**src/rtl/parse_sequencer_pkg.sv**
```systemverilog
// Shared definitions for the parse sequencer: FSM encoding, RESULT codes,
// parser STAT bit positions and lexer token field slices.
package parse_sequencer_pkg;

  typedef enum logic [1:0] {
    S_IDLE = 2'd0,
    S_PRST = 2'd1,
    S_RUN  = 2'd2,
    S_DONE = 2'd3
  } state_t;

  localparam logic [1:0] RES_NONE   = 2'd0;
  localparam logic [1:0] RES_ACCEPT = 2'd1;
  localparam logic [1:0] RES_ERROR  = 2'd2;
  localparam logic [1:0] RES_FAULT  = 2'd3;  // timeout or rule overflow

  // STAT = {running, accept, error}
  localparam int STAT_RUN = 2;
  localparam int STAT_ACC = 1;
  localparam int STAT_ERR = 0;

  // token = {kind, attr}
  localparam int TOK_KIND_HI = 15;
  localparam int TOK_KIND_LO = 8;
  localparam int TOK_ATTR_HI = 7;
  localparam int TOK_ATTR_LO = 0;

  function automatic logic [7:0] tok_kind(input logic [15:0] tok);
    return tok[TOK_KIND_HI:TOK_KIND_LO];
  endfunction

endpackage

```
**src/rtl/sync_fifo_16.sv**
```systemverilog
// 16-bit synchronous FIFO with first-word-fall-through head.
// Ports:
//   clk, rst_n          clock, async active-low reset
//   flush               empties the FIFO this edge (wins over push/pop)
//   push, wdata         write; accepted when not full, or when full and popping
//   pop                 read; ignored when empty
//   rdata               head word, forced to 0 while empty
//   full, empty         status from current pointers
//   empty_nxt           emptiness after this edge, for registered consumers
module sync_fifo_16 #(
  parameter int DEPTH = 16
) (
  input  logic        clk,
  input  logic        rst_n,
  input  logic        flush,
  input  logic        push,
  input  logic [15:0] wdata,
  input  logic        pop,
  output logic [15:0] rdata,
  output logic        full,
  output logic        empty,
  output logic        empty_nxt
);

  localparam int AW = $clog2(DEPTH);

  // One extra pointer bit separates full from empty when the indices match.
  logic [AW:0]  wr_ptr, rd_ptr, wr_nxt, rd_nxt;
  logic [15:0]  mem [DEPTH];
  logic         do_push, do_pop;

  assign empty   = (wr_ptr == rd_ptr);
  assign full    = (wr_ptr[AW] != rd_ptr[AW]) && (wr_ptr[AW-1:0] == rd_ptr[AW-1:0]);
  assign do_pop  = pop & ~empty;
  assign do_push = push & (~full | do_pop);

  assign wr_nxt    = flush ? '0 : wr_ptr + {{AW{1'b0}}, do_push};
  assign rd_nxt    = flush ? '0 : rd_ptr + {{AW{1'b0}}, do_pop};
  assign empty_nxt = (wr_nxt == rd_nxt);

  assign rdata = empty ? '0 : mem[rd_ptr[AW-1:0]];

  always_ff @(posedge clk or negedge rst_n) begin
    if (!rst_n) begin
      wr_ptr <= '0;
      rd_ptr <= '0;
    end else begin
      wr_ptr <= wr_nxt;
      rd_ptr <= rd_nxt;
    end
  end

  always_ff @(posedge clk) begin
    if (do_push && !flush) mem[wr_ptr[AW-1:0]] <= wdata;
  end

endmodule

```
**src/rtl/parse_sequencer.sv**
```systemverilog
// Runs one LR parse job: holds the parser in reset, streams buffered lexer
// tokens to it, captures emitted reduce rules and reports the outcome.
// Ports:
//   clk, rst_n                 clock, async active-low reset
//   start, abort               job control pulses (abort wins)
//   busy, done, result         job status; result uses RES_* codes
//   rule_cnt                   rules captured this job, saturating
//   t_valid/t_ready/t_data     lexer token input
//   r_valid/r_ready/r_data     rule output stream
//   p_rst                      parser reset (active high)
//   p_valid/p_token/p_receive  parser token handshake
//   p_stat                     parser {running, accept, error}
//   p_ovalid/p_orule           parser reduce-rule output
module parse_sequencer
  import parse_sequencer_pkg::*;
#(
  parameter int TOK_DEPTH  = 16,
  parameter int RULE_DEPTH = 64,
  parameter int PRST_CYC   = 4,
  parameter int TIMEOUT    = 4096
) (
  input  logic        clk,
  input  logic        rst_n,
  input  logic        start,
  input  logic        abort,
  output logic        busy,
  output logic        done,
  output logic [1:0]  result,
  output logic [15:0] rule_cnt,
  input  logic        t_valid,
  output logic        t_ready,
  input  logic [15:0] t_data,
  output logic        r_valid,
  input  logic        r_ready,
  output logic [15:0] r_data,
  output logic        p_rst,
  output logic        p_valid,
  output logic [15:0] p_token,
  input  logic        p_receive,
  input  logic [2:0]  p_stat,
  input  logic        p_ovalid,
  input  logic [15:0] p_orule
);

  localparam int PW = (PRST_CYC > 1) ? $clog2(PRST_CYC) : 1;
  localparam int TW = (TIMEOUT > 1) ? $clog2(TIMEOUT) : 1;

  state_t        state, state_nxt;
  logic [PW-1:0] prst_cnt;
  logic [TW-1:0] wd_cnt;
  logic          stat_en;

  logic          tok_push, tok_pop, tok_full, tok_empty, tok_empty_nxt;
  logic          rule_push, rule_pop, rule_full, rule_empty, rule_empty_nxt;
  logic          flush, job_start;
  logic          rule_ovf, wd_expire, stat_hit, fault;

  logic          busy_d, done_d, p_rst_d, p_valid_d;
  logic [1:0]    result_d;
  logic [15:0]   rule_cnt_d;

  // Running bit and the rule FIFO look-ahead are not needed here.
  logic unused_ok;
  assign unused_ok = &{1'b0, p_stat[STAT_RUN], rule_empty_nxt};

  // ---------------- datapath glue ----------------
  assign job_start = (state_nxt == S_PRST) && (state != S_PRST);
  assign flush     = abort | job_start;

  assign t_ready  = (state == S_RUN) && !tok_full;
  assign tok_push = t_valid & t_ready;
  assign tok_pop  = p_receive & p_valid;  // p_valid implies RUN and non-empty

  assign r_valid   = !rule_empty;
  assign rule_pop  = r_ready & r_valid;
  assign rule_push = (state == S_RUN) && p_ovalid && (!rule_full || rule_pop);
  assign rule_ovf  = (state == S_RUN) && p_ovalid && rule_full && !rule_pop;

  // Counts every presented-but-unreceived cycle, including parser reduce runs.
  assign wd_expire = (TIMEOUT != 0) && p_valid && !p_receive &&
                     (wd_cnt == TW'(TIMEOUT - 1));

  // STAT is ignored on the first RUN cycle while the parser leaves reset.
  assign stat_hit = stat_en && (p_stat[STAT_ACC] || p_stat[STAT_ERR]);
  assign fault    = rule_ovf || wd_expire;

  sync_fifo_16 #(.DEPTH(TOK_DEPTH)) u_tok_fifo (
    .clk       (clk),
    .rst_n     (rst_n),
    .flush     (flush),
    .push      (tok_push),
    .wdata     (t_data),
    .pop       (tok_pop),
    .rdata     (p_token),
    .full      (tok_full),
    .empty     (tok_empty),
    .empty_nxt (tok_empty_nxt)
  );

  sync_fifo_16 #(.DEPTH(RULE_DEPTH)) u_rule_fifo (
    .clk       (clk),
    .rst_n     (rst_n),
    .flush     (flush),
    .push      (rule_push),
    .wdata     (p_orule),
    .pop       (rule_pop),
    .rdata     (r_data),
    .full      (rule_full),
    .empty     (rule_empty),
    .empty_nxt (rule_empty_nxt)
  );

  // ---------------- state register ----------------
  always_ff @(posedge clk or negedge rst_n) begin
    if (!rst_n) begin
      state    <= S_IDLE;
      prst_cnt <= '0;
      stat_en  <= 1'b0;
      wd_cnt   <= '0;
      busy     <= 1'b0;
      done     <= 1'b0;
      result   <= RES_NONE;
      rule_cnt <= '0;
      p_rst    <= 1'b1;
      p_valid  <= 1'b0;
    end else begin
      state    <= state_nxt;
      prst_cnt <= (state == S_PRST) ? prst_cnt + 1'b1 : '0;
      stat_en  <= (state == S_RUN);
      wd_cnt   <= (!p_valid || p_receive) ? '0 : wd_cnt + 1'b1;
      busy     <= busy_d;
      done     <= done_d;
      result   <= result_d;
      rule_cnt <= rule_cnt_d;
      p_rst    <= p_rst_d;
      p_valid  <= p_valid_d;
    end
  end

  // ---------------- next state ----------------
  always_comb begin
    state_nxt = state;
    case (state)
      S_IDLE, S_DONE: if (start) state_nxt = S_PRST;
      S_PRST:         if (prst_cnt == PW'(PRST_CYC - 1)) state_nxt = S_RUN;
      S_RUN:          if (fault || stat_hit) state_nxt = S_DONE;
      default:        state_nxt = S_IDLE;
    endcase
    if (abort) state_nxt = S_IDLE;
  end

  // ---------------- outputs (next values, registered above) ----------------
  always_comb begin
    busy_d    = (state_nxt == S_PRST) || (state_nxt == S_RUN);
    done_d    = (state_nxt == S_DONE);
    p_rst_d   = (state_nxt == S_IDLE) || (state_nxt == S_PRST);
    p_valid_d = (state_nxt == S_RUN) && !tok_empty_nxt;

    result_d = result;
    if (flush)
      result_d = RES_NONE;
    else if ((state == S_RUN) && (state_nxt == S_DONE))
      result_d = fault              ? RES_FAULT :
                 p_stat[STAT_ERR]   ? RES_ERROR : RES_ACCEPT;

    rule_cnt_d = rule_cnt;
    if (flush)
      rule_cnt_d = '0;
    else if (rule_push && (rule_cnt != 16'hFFFF))
      rule_cnt_d = rule_cnt + 16'd1;
  end

endmodule
```
**config.mk**
```make
export PLATFORM = sky130hd
export DESIGN_NAME = parse_sequencer
export DESIGN_NICKNAME = d
export VERILOG_FILES = /design/src/rtl/parse_sequencer_pkg.sv /design/src/rtl/sync_fifo_16.sv /design/src/rtl/parse_sequencer.sv
export SDC_FILE = /design/constraint.sdc
export NUM_CORES = 1
export LEC_CHECK = 0
export CAP_MARGIN = 10
export CORE_MARGIN = 2
export CORE_UTILIZATION = 25
export CTS_CLUSTER_DIAMETER = 80
export DETAILED_ROUTE_END_ITERATION = 10
export PLACE_DENSITY_LB_ADDON = 0.05
export SLEW_MARGIN = 25
export SYNTH_ARGS = -nofsm -noshare
export SYNTH_HDL_FRONTEND = slang
export SYNTH_HIERARCHICAL = 1
export SYNTH_SLANG_ARGS = --single-unit
```
**constraint.sdc**
```tcl
create_clock -name clk -period 10.8 [get_ports clk]
set_input_delay 1.08 -clock clk [delete_from_list [all_inputs] [get_ports clk]]
set_output_delay 1.08 -clock clk [all_outputs]
set_load 0.005 [all_outputs]
```
[After elaboration in Yosys (flattened, before gate mapping)]
Memory sizes are Yosys's and may differ from the RTL's.
Cells that the tools add are included.
Word-level totals
  bits in latches: 0
  bits in writable memories: 1280
  ROM bits: 0
  memories kept: 2
  input bits: 43
  bits in registers: 63
  output and inout port bits: 56
  logic and storage cells: 113
Memories
  u_rule_fifo.mem: words 64, bits a word 16, read ports 1, clocked after memory_dff 0, wr ports 1, line sync_fifo_16.sv:29  | logic [15:0] mem [DEPTH];
  u_tok_fifo.mem: words 16, bits a word 16, read ports 1, clocked after memory_dff 0, wr ports 1, line sync_fifo_16.sv:29
Operators by class
  reduce and logical (&&, ||, !) cells: 36
  muxes and demuxes: 23
  $lt $le $gt $ge: 0
  eq/ne operators: 17
  $mul: 0
  $add $sub $neg: 7
  div/mod/pow operators: 0
  shift operators: 0
  bitwise gates (word level): 14
Operators by type and width (count)
  $mux W16: 4
  $mux W2: 9
  $add A16 B1 Y16 const B: 1
  $logic_and A1 B1 Y1: 16
  $ne A16 B16 Y1 const B: 1
  $add A7 B1 Y7: 2
  $mux W7: 2
  $add A12 B1 Y12 const B: 1
  $eq A12 B12 Y1 const B: 1
  $mux W12: 1
  $add A5 B1 Y5: 2
  $eq A2 B2 Y1 const B: 5
  $eq A5 B5 Y1: 2
  $mux W5: 2
  $logic_not A1 Y1: 8
  $and A1 B1 Y1: 7
  $eq A7 B7 Y1: 1
  $logic_or A1 B1 Y1: 7
  $eq A6 B6 Y1: 1
  $pmux W2 S3: 1
  $eq A2 B1 Y1 const B: 2
  $eq A4 B4 Y1: 1
  $logic_not A2 Y1: 2
  $mux W1: 4
  7 further kinds: 14

[Depth between registers and ports, before layout]
Gate-level depths: netlist (run 1).
  depth in word-level cells: 17
  depth in mapped cells: 21
  mapped depth without buffers: 16

[Modules after synthesis]
The synthesis (run 1) kept the hierarchy.
By module, submodules not included
  sync_fifo_16 at u_rule_fifo: cells an instance 1747, seq. area each 31099.8 um^2, instances 1, area each 40288.6 um^2
  sync_fifo_16 at u_tok_fifo: cells an instance 485, seq. area each 7937.6 um^2, instances 1, area each 10575.1 um^2
  parse_sequencer: cells an instance 218, seq. area each 977.2 um^2, instances 1, area each 2102.0 um^2

[Least setup slack after synthesis (run 1)]
No wires, ideal clock.
  path kind: reg2reg
  from: register u_rule_fifo.rd_ptr[0]
  to: memory u_tok_fifo.mem[0][0] (enable)
  setup time: 0.430 ns
  arrival: 5.325 ns
  required time: 10.370 ns
  cell stages (with the launch flop): 20
  period minus slack after synthesis: 5.755 ns
  path slack: 5.045 ns
  buffers on the path: 5
  path through: dfrtp_1 buf_4 buf_2 xor2_1 nor4_2 nand3_1 inv_1 nand2b_1 inv_1 o32ai_1 o221a_2 ha_1 a21oi_1 clkbuf_1 inv_1 clkbuf_1 clkbuf_1 nand2b_1 or3_1 nor4_1
Between the ends
  word-level cells in the longest chain between the ends: 17
  elaborated cells between the ends (all ways): 20
  classes of those cells: eq/ne (3); mux (5); bitwise (2); reduce/logical (10)
Ends and longest elaborated chain
  from (decl): line sync_fifo_16.sv:28  | logic [AW:0] wr_ptr, rd_ptr, wr_nxt, rd_nxt;
  from (signal assigned): line sync_fifo_16.sv:49  | rd_ptr <= rd_nxt;
  $eq A7 B7 Y1: line sync_fifo_16.sv:32  | assign empty = (wr_ptr == rd_ptr);
  via rule_empty: line parse_sequencer.sv:54  | logic rule_push, rule_pop, rule_full, rule_empty, rule_empty_nxt;
  $logic_not A1 Y1: line parse_sequencer.sv:74  | assign r_valid = !rule_empty;
  $and A1 B1 Y1: line parse_sequencer.sv:75  | assign rule_pop = r_ready & r_valid;
  via rule_pop: line parse_sequencer.sv:54
  $logic_not A1 Y1: line parse_sequencer.sv:77  | assign rule_ovf = (state == S_RUN) && p_ovalid && rule_full && !rule_pop;
  $logic_and A1 B1 Y1: line parse_sequencer.sv:77
  $logic_or A1 B1 Y1: line parse_sequencer.sv:85  | assign fault = rule_ovf || wd_expire;
  (+4 left out)
  via state_nxt[0]: line parse_sequencer.sv:48  | state_t state, state_nxt;
  $eq A2 B1 Y1: line parse_sequencer.sv:67  | assign job_start = (state_nxt == S_PRST) && (state != S_PRST);
  $logic_and A1 B1 Y1: line parse_sequencer.sv:67
  $or A1 B1 Y1: line parse_sequencer.sv:68  | assign flush = abort | job_start;
  via flush: line parse_sequencer.sv:55  | logic flush, job_start;
  $logic_not A1 Y1: line sync_fifo_16.sv:54  | if (do_push && !flush) mem[wr_ptr[AW-1:0]] <= wdata;
  $logic_and A1 B1 Y1: line sync_fifo_16.sv:54
  $mux W1: line sync_fifo_16.sv:54
  $mux W1 (implied by the code): line sync_fifo_16.sv:54
  to (decl): line sync_fifo_16.sv:29
The timed path passes the listed nets, and every way through them passes these cells.

[Worst setup path after layout (run 1)]
  from: register u_rule_fifo.rd_ptr[0]
  to: output r_data[6]
Between the ends
  word-level cells in the longest chain between the ends: 2
  elaborated cells between the ends (all ways): 3
  classes of those cells: eq/ne (1); mux (1); memory (1)
Ends and longest elaborated chain
  $mem_v2 Z64 W16 or $eq A7 B7 Y1 (tied branches)
  $mux W16 *: line sync_fifo_16.sv:41  | assign rdata = empty ? '0 : mem[rd_ptr[AW-1:0]];
  to (decl): line parse_sequencer.sv:35  | output logic [15:0] r_data,
Every way passes the cells marked *; elsewhere a longest branch is shown, timed or not.

==> impl_results.md, run 1 <==
- Worst Skew: 0.0391 ns
- GRT Total Usage: 14.1%
- Peak supply drop: 0.000160 V
- WS Path Type: reg -> out
- RSZ-0062 raised after global routing: false
- DRT iter0 DRCs: 1929
- Worst EP arrival: 6.52 ns
- Drt drc: 0
- Setup tns final: 0 ns
- Final instance area: 62700 µm²
- Fmax: 132 MHz
- Max-slew violation count: 0
- Largest net degree at the start of global routing: 130
- Avg Vias per Cell: 4.49
- Final Hold Fails: 0
- # IOs: 99
- Worst-path clk slew: 0.06 ns
- CP max FO: 38
- Area of placed instances: 57700 µm²
- PostCTS Resize Cnt: 0
- Post-CTS setup buffer count: 0
- Area of the multi-input gates: 12400 µm²
- Post-Synthesis Net Count: 2499
- Deepest clock path buffer count: 3
- Post-route ant nets: 0
- Tightest Hold Check Type: in -> async
- Total wire length: 153000 µm
- CTS H-tree depth: 4
- Number of synthesis warnings: 6
- CP startpoint kind: register
- WP data required: 9.72 ns
- Post-detail-place hpwl: 89100 µm
- PD cells: 177 nW/µm²
- Status: finished clean
- Initial core utilization: 25.2%
- Core area: 210000 µm²
- CTS tree: built
- Static leakage power: 0.0192 µW
- GP Congestion: 0.737
- Nature of the critical path endpoint: output port
- TritonCTS buffer count: 165
- Grt ovf: 0
- Fill cell count: 20384
- WL/cell: 27.2 µm
- Period utilization: 70.4%
- First-pass GRT wire length: 214000 µm
- Worst-Margin Slew: 1.15 ns
- FF/Latch Area: 40000 µm²
- Initial antenna violation count: 13
- Placed Cells: 5316
- # hold bufs at CTS: 0
- DR pass1 iterations: 5
- Max cap viols: 0
- Via count of the first global-routing pass: 27316
- Min cycle time layout: 7.60 ns
- Row cnt: 168
- Cell Area, Synth: 52900 µm²
- Avg Synthesized Cell Area: 21.7 µm²
- Worst rel slew slack: 23.4%
- Clock sinks: 1343
- Gate Count Post-Synth: 2439
- IO Port Bufs: 97
- Die H: 464 µm
- # setup viols final: 0
- Area delta synth->final: 18.6%
- Latest clock arrival within the worst-skew pair: 0.81 ns
- Die area: 215000 µm²
- Layout cell share with drive strength beyond 1: 27.0%
- Detailed-route via count: 25205
- Fin nets: 2738
- Non-Filler Instances: 5609
- CTS Root Cell: clkbuf_16
- Die Wd: 464 µm
## stage by stage
| step | hold WS [ns] | utilization [%] | total power, µW | setup WS, ns |
|---|---|---|---|---|
| final | 0.430 | 29.9 | 11100 | 3.20 |
| after CTS | 0.379 | 29.9 | 11300 | 2.78 |
| after detailed placement | 0.428 | 27.5 | 5990 | 3.70 |
| after global routing | 0.443 | 29.9 | 11500 | 2.74 |
| after global placement | 0.422 | 27.4 | 5980 | 3.73 |
| after floorplan | 0.403 | - | 5850 | 5.05 |
## power by group
part	switching (µW)	internal (µW)	total, µW	leakage (µW)
sequential	4.08	5710	5720	0.0124
combinational	130	32.8	162	0.00435
clock	2160	3080	5240	0.00246
## worst max-delay path, cell delays in order (launching register included)
cell             delay [ns]
dfrtp_4                0.82
buf_4                  0.70
buf_4                  0.80
buf_4                  0.78
mux4_2                 0.61
mux2i_1                0.62
a22oi_1                0.16
nand3_1                0.35
o31ai_1                0.23
clkdlybuf4s50_1        0.52
## cells in the final DEF, fill, tap and decap left out, drive strengths merged, types with 15 or more instances in the layout
cell type / n
edfxtp: 1280
clkinv: 53
dfrtp: 62
nand2: 38
clkbuf: 216
nand2b: 15
nor2b: 18
a22oi: 16
mux4: 351
nor3: 36
clkdlybuf4s50: 80
mux2i: 60
nor2: 118
xor2: 22
o22ai: 50
o31ai: 15
a21oi: 19
mux2: 21
nand3: 35
ha: 17
buf: 120
inv: 27
## metal layers
layer | share of wire, % | wire [µm] | track usage (%) | up-vias
li1 | - | - | - | 10793
met1 | 43 | 65000 | 18.0 | 13742
met2 | 51 | 78300 | 24.7 | 484
met3 | 4.1 | 6230 | 2.56 | 180
met4 | 2.0 | 3000 | 3.60 | 6
met5 | 0.032 | 49 | 0 | -
## state kept, by name (all words and copies together) (netlist names), 2 cells and up
register / cells
u_tok_fifo/rd_ptr: 5
result: 2
u_rule_fifo/mem: 1024
rule_cnt: 16
u_rule_fifo/wr_ptr: 7
wd_cnt: 12
state: 2
u_rule_fifo/rd_ptr: 7
u_tok_fifo/wr_ptr: 5
prst_cnt: 2
u_tok_fifo/mem: 256
## final timing paths
check | startpoint | endpoint | slack, ns | cells past startpoint
max | u_rule_fifo/rd_ptr[0] | r_data[6] | 3.20 | 9
min | rst_n | done | 0.43 | 1
max reg2reg | u_rule_fifo/rd_ptr[1] | u_rule_fifo/mem[56][3] | 4.16 | 18
min reg2reg | prst_cnt[0] | prst_cnt[0] | 0.43 | 1
max in group asynchronous | rst_n | u_rule_fifo/rd_ptr[0] | 9.66 | 1
min in group clk | prst_cnt[0] | prst_cnt[0] | 0.43 | 1
## final cells by class
cell class / count / share of cell area [%]
sequential: 1343 / 63.8
multi-input combinational: 950 / 19.7
clock buffer: 216 / 7.02
tap: 2805 / 5.59
timing repair buffer: 200 / 2.67
clock inverter: 72 / 1.02
inverter: 18 / 0.112
antenna: 5 / 0.0199
(Power assumes the default switching activity.)
==> run 2, diff against run 1 <==
clock period = 6.4 ns   (was 10.8 ns; I/O delays follow)
==> run 2 against run 1 <==
Against the previous run: critical path depth down 1; count of clock-buffer cells in the layout down 10; routed wire length up 0.78%; register-to-register slack worse by 3.3 ns; clock skew up 0.021 ns; sequential cell count unchanged; worst hold slack worse by 0.049 ns; core utilization up 0.12 points; setup slack worse by 2.6 ns; sequential share of layout area down 0.25 points; clock power up 68%.
==> impl_results.md, run 2 (synthesis gave the netlist of run 1 again) <==
- Post-detail-place hpwl: 86800 µm
- Via count of the first global-routing pass: 27373
- RSZ-0062 raised after global routing: false
- Status: finished clean
- Crit path cell chain: buf_4 -> buf_4 -> mux4_2 -> mux2i_1 -> a22oi_1 -> nand3_1 -> o31ai_1 -> clkdlybuf4s50_1
- Die area: 215000 µm²
- Max reg flops: 1024
- Area delta synth->final: 19.1%
- Layout cell share with drive strength beyond 1: 27.9%
- Static leakage power: 0.0194 µW
- Tightest Hold Check Type: in -> reg
- WP buf/inv: 3
- Clk pwr share: 47.0%
- Avg Vias per Cell: 4.48
- Final Util: 30.0%
- Die H: 464 µm
- Worst-Margin Slew: 0.961 ns
- P_sw: 3980 µW
- Critical register-to-register path startpoint: u_rule_fifo/rd_ptr[6]
- Fin nets: 2768
- DRT iter0 DRCs: 1807
- Worst flop-to-flop path endpoint: u_rule_fifo/mem[0][6]
- TritonCTS buffer count: 161
- WL/cell: 27.2 µm
- Worst-path clk slew: 0.06 ns
- Drt drc: 0
- # setup viols final: 0
- Peak supply drop: 0.000258 V
- Max cap viols: 0
- GP Congestion: 0.721
- Post-CTS setup buffer count: 0
- Switch share: 21.2%
- Deepest clock path buffer count: 3
- Combinational Power Share: 1.4%
- CTS tree: built
- Top delay family on crit path: buffers and inverters
- Fmax: 174 MHz
- PD cells: 297 nW/µm²
- First-pass GRT wire length: 215000 µm
- # IOs: 99
- Die Wd: 464 µm
- DR pass1 iterations: 5
- Most frequent cells in the layout: edfxtp_1 (1280), mux4_2 (306), clkbuf_16 (161)
- CP max FO: 40
- Setup tns final: 0 ns
- Period utilization: 89.8%
- CTS H-tree depth: 4
- Grt ovf: 0
- Initial antenna violation count: 12
- Total wire length: 154000 µm
- Nature of the critical path endpoint: output port
- Final Hold Fails: 0
- Max incr delay on CP: 0.82 ns
- WP data required: 5.76 ns
- Row cnt: 168
- IO Port Bufs: 97
- Min-delay src: p_orule[15]
- Min cycle time layout: 5.75 ns
- Worst rel slew slack: 35.9%
- Detailed-route via count: 25322
- CP startpoint kind: register
- Worst EP arrival: 5.11 ns
- WS Path Type: reg -> out
- Area of placed instances: 57900 µm²
- CTS Root Cell: clkbuf_16
- R2R setup slack: 0.88 ns
- Worst Hold End: u_rule_fifo/mem[17][15]
- PostCTS Resize Cnt: 0
- Hold Crit Depth: 1
- Most common cell after layout, fill and taps aside: edfxtp_1
- Sequential share of power: 51.5%
- Clock sinks: 1343
- Most common cell on crit path: buf_4
- Final instance area: 63000 µm²
- Internal power: 14700 µW
- Latest clock arrival within the worst-skew pair: 0.81 ns
- Slowest-stage cell, CP: buf_4
- Core area: 210000 µm²
- Post-route ant nets: 0
- R2R cell count: 15
- GRT Total Usage: 14.2%
- Max-slew violation count: 0
- Initial core utilization: 25.2%
- Worst Skew: 0.0603 ns
- Hold_ws: 0.380 ns
- Largest net degree at the start of global routing: 114
## run 2: cell types whose count changed in the layout (fill, tap and decap cells not counted), moves of 5 or more
| cell | previous run | this run |
|---|---|---|
| nor2_2 | 29 | 54 |
| buf_12 | 1 | 6 |
| clkbuf_16 | 169 | 161 |
| clkinv_16 | 0 | 6 |
| nor2_4 | 25 | 0 |
| buf_4 | 102 | 131 |
## run 2: worst max-delay path by stage
stage	startpoint	end	slack, ns	cells after the start
3_3_place_gp	u_rule_fifo/wr_ptr[0]	u_rule_fifo/mem[0][1]	1.05	18
2_1_floorplan	u_rule_fifo/rd_ptr[0]	u_tok_fifo/mem[0][0]	0.65	19
6_report	u_rule_fifo/rd_ptr[0]	r_data[12]	0.65	8
5_1_grt	u_rule_fifo/rd_ptr[0]	r_data[12]	0.36	8
3_5_place_dp	u_rule_fifo/wr_ptr[0]	u_rule_fifo/mem[0][2]	1.03	18
4_1_cts	u_rule_fifo/rd_ptr[0]	r_data[12]	0.46	8
## run 2: routing by layer
metal / vias to the layer above / part of all wire (%) / global-route usage, %
met5: - / 0.023 / 0
met4: 6 / 2.0 / 3.51
met3: 187 / 4.1 / 2.54
met2: 540 / 50 / 24.6
met1: 13745 / 44 / 18.5
li1: 10844 / - / -
## run 2: cell type report
class                   instances  area, µm²
fillers                     20396     147000
repair buffers                234       2000
flip-flops and latches       1343      40000
clock buffers                 206       4200
diodes                          9       22.5
inverters                      18       70.1
multi-input cells             950      12300
clock inverters                84        892
well taps                    2805       3510
## run 2: power by group through the flow
stage | Clock [µW] | Sequential, µW | Combinational, µW
after CTS | 9130 | 9640 | 281
final | 8810 | 9640 | 269
after global routing | 9440 | 9640 | 304
after detailed placement | 0 | 9820 | 280
after global placement | 0 | 9820 | 266
after floorplan | 0 | 9820 | 56.3
## run 2: through the flow
stage,std cells,power (µW),setup slack (ns)
3_3_place_gp,5349,10100,1.05
5_1_grt,5645,19400,0.360
6_report,5649,18700,0.650
3_5_place_dp,5349,10100,1.03
2_1_floorplan,2439,9880,0.645
4_1_cts,5640,19100,0.462
## run 2: repair_timing
item / CTS / global route
endpoints found under the setup margin: 0 / 0
endpoints found under the hold margin: 33 / 0
hold buffers: 1 / 0
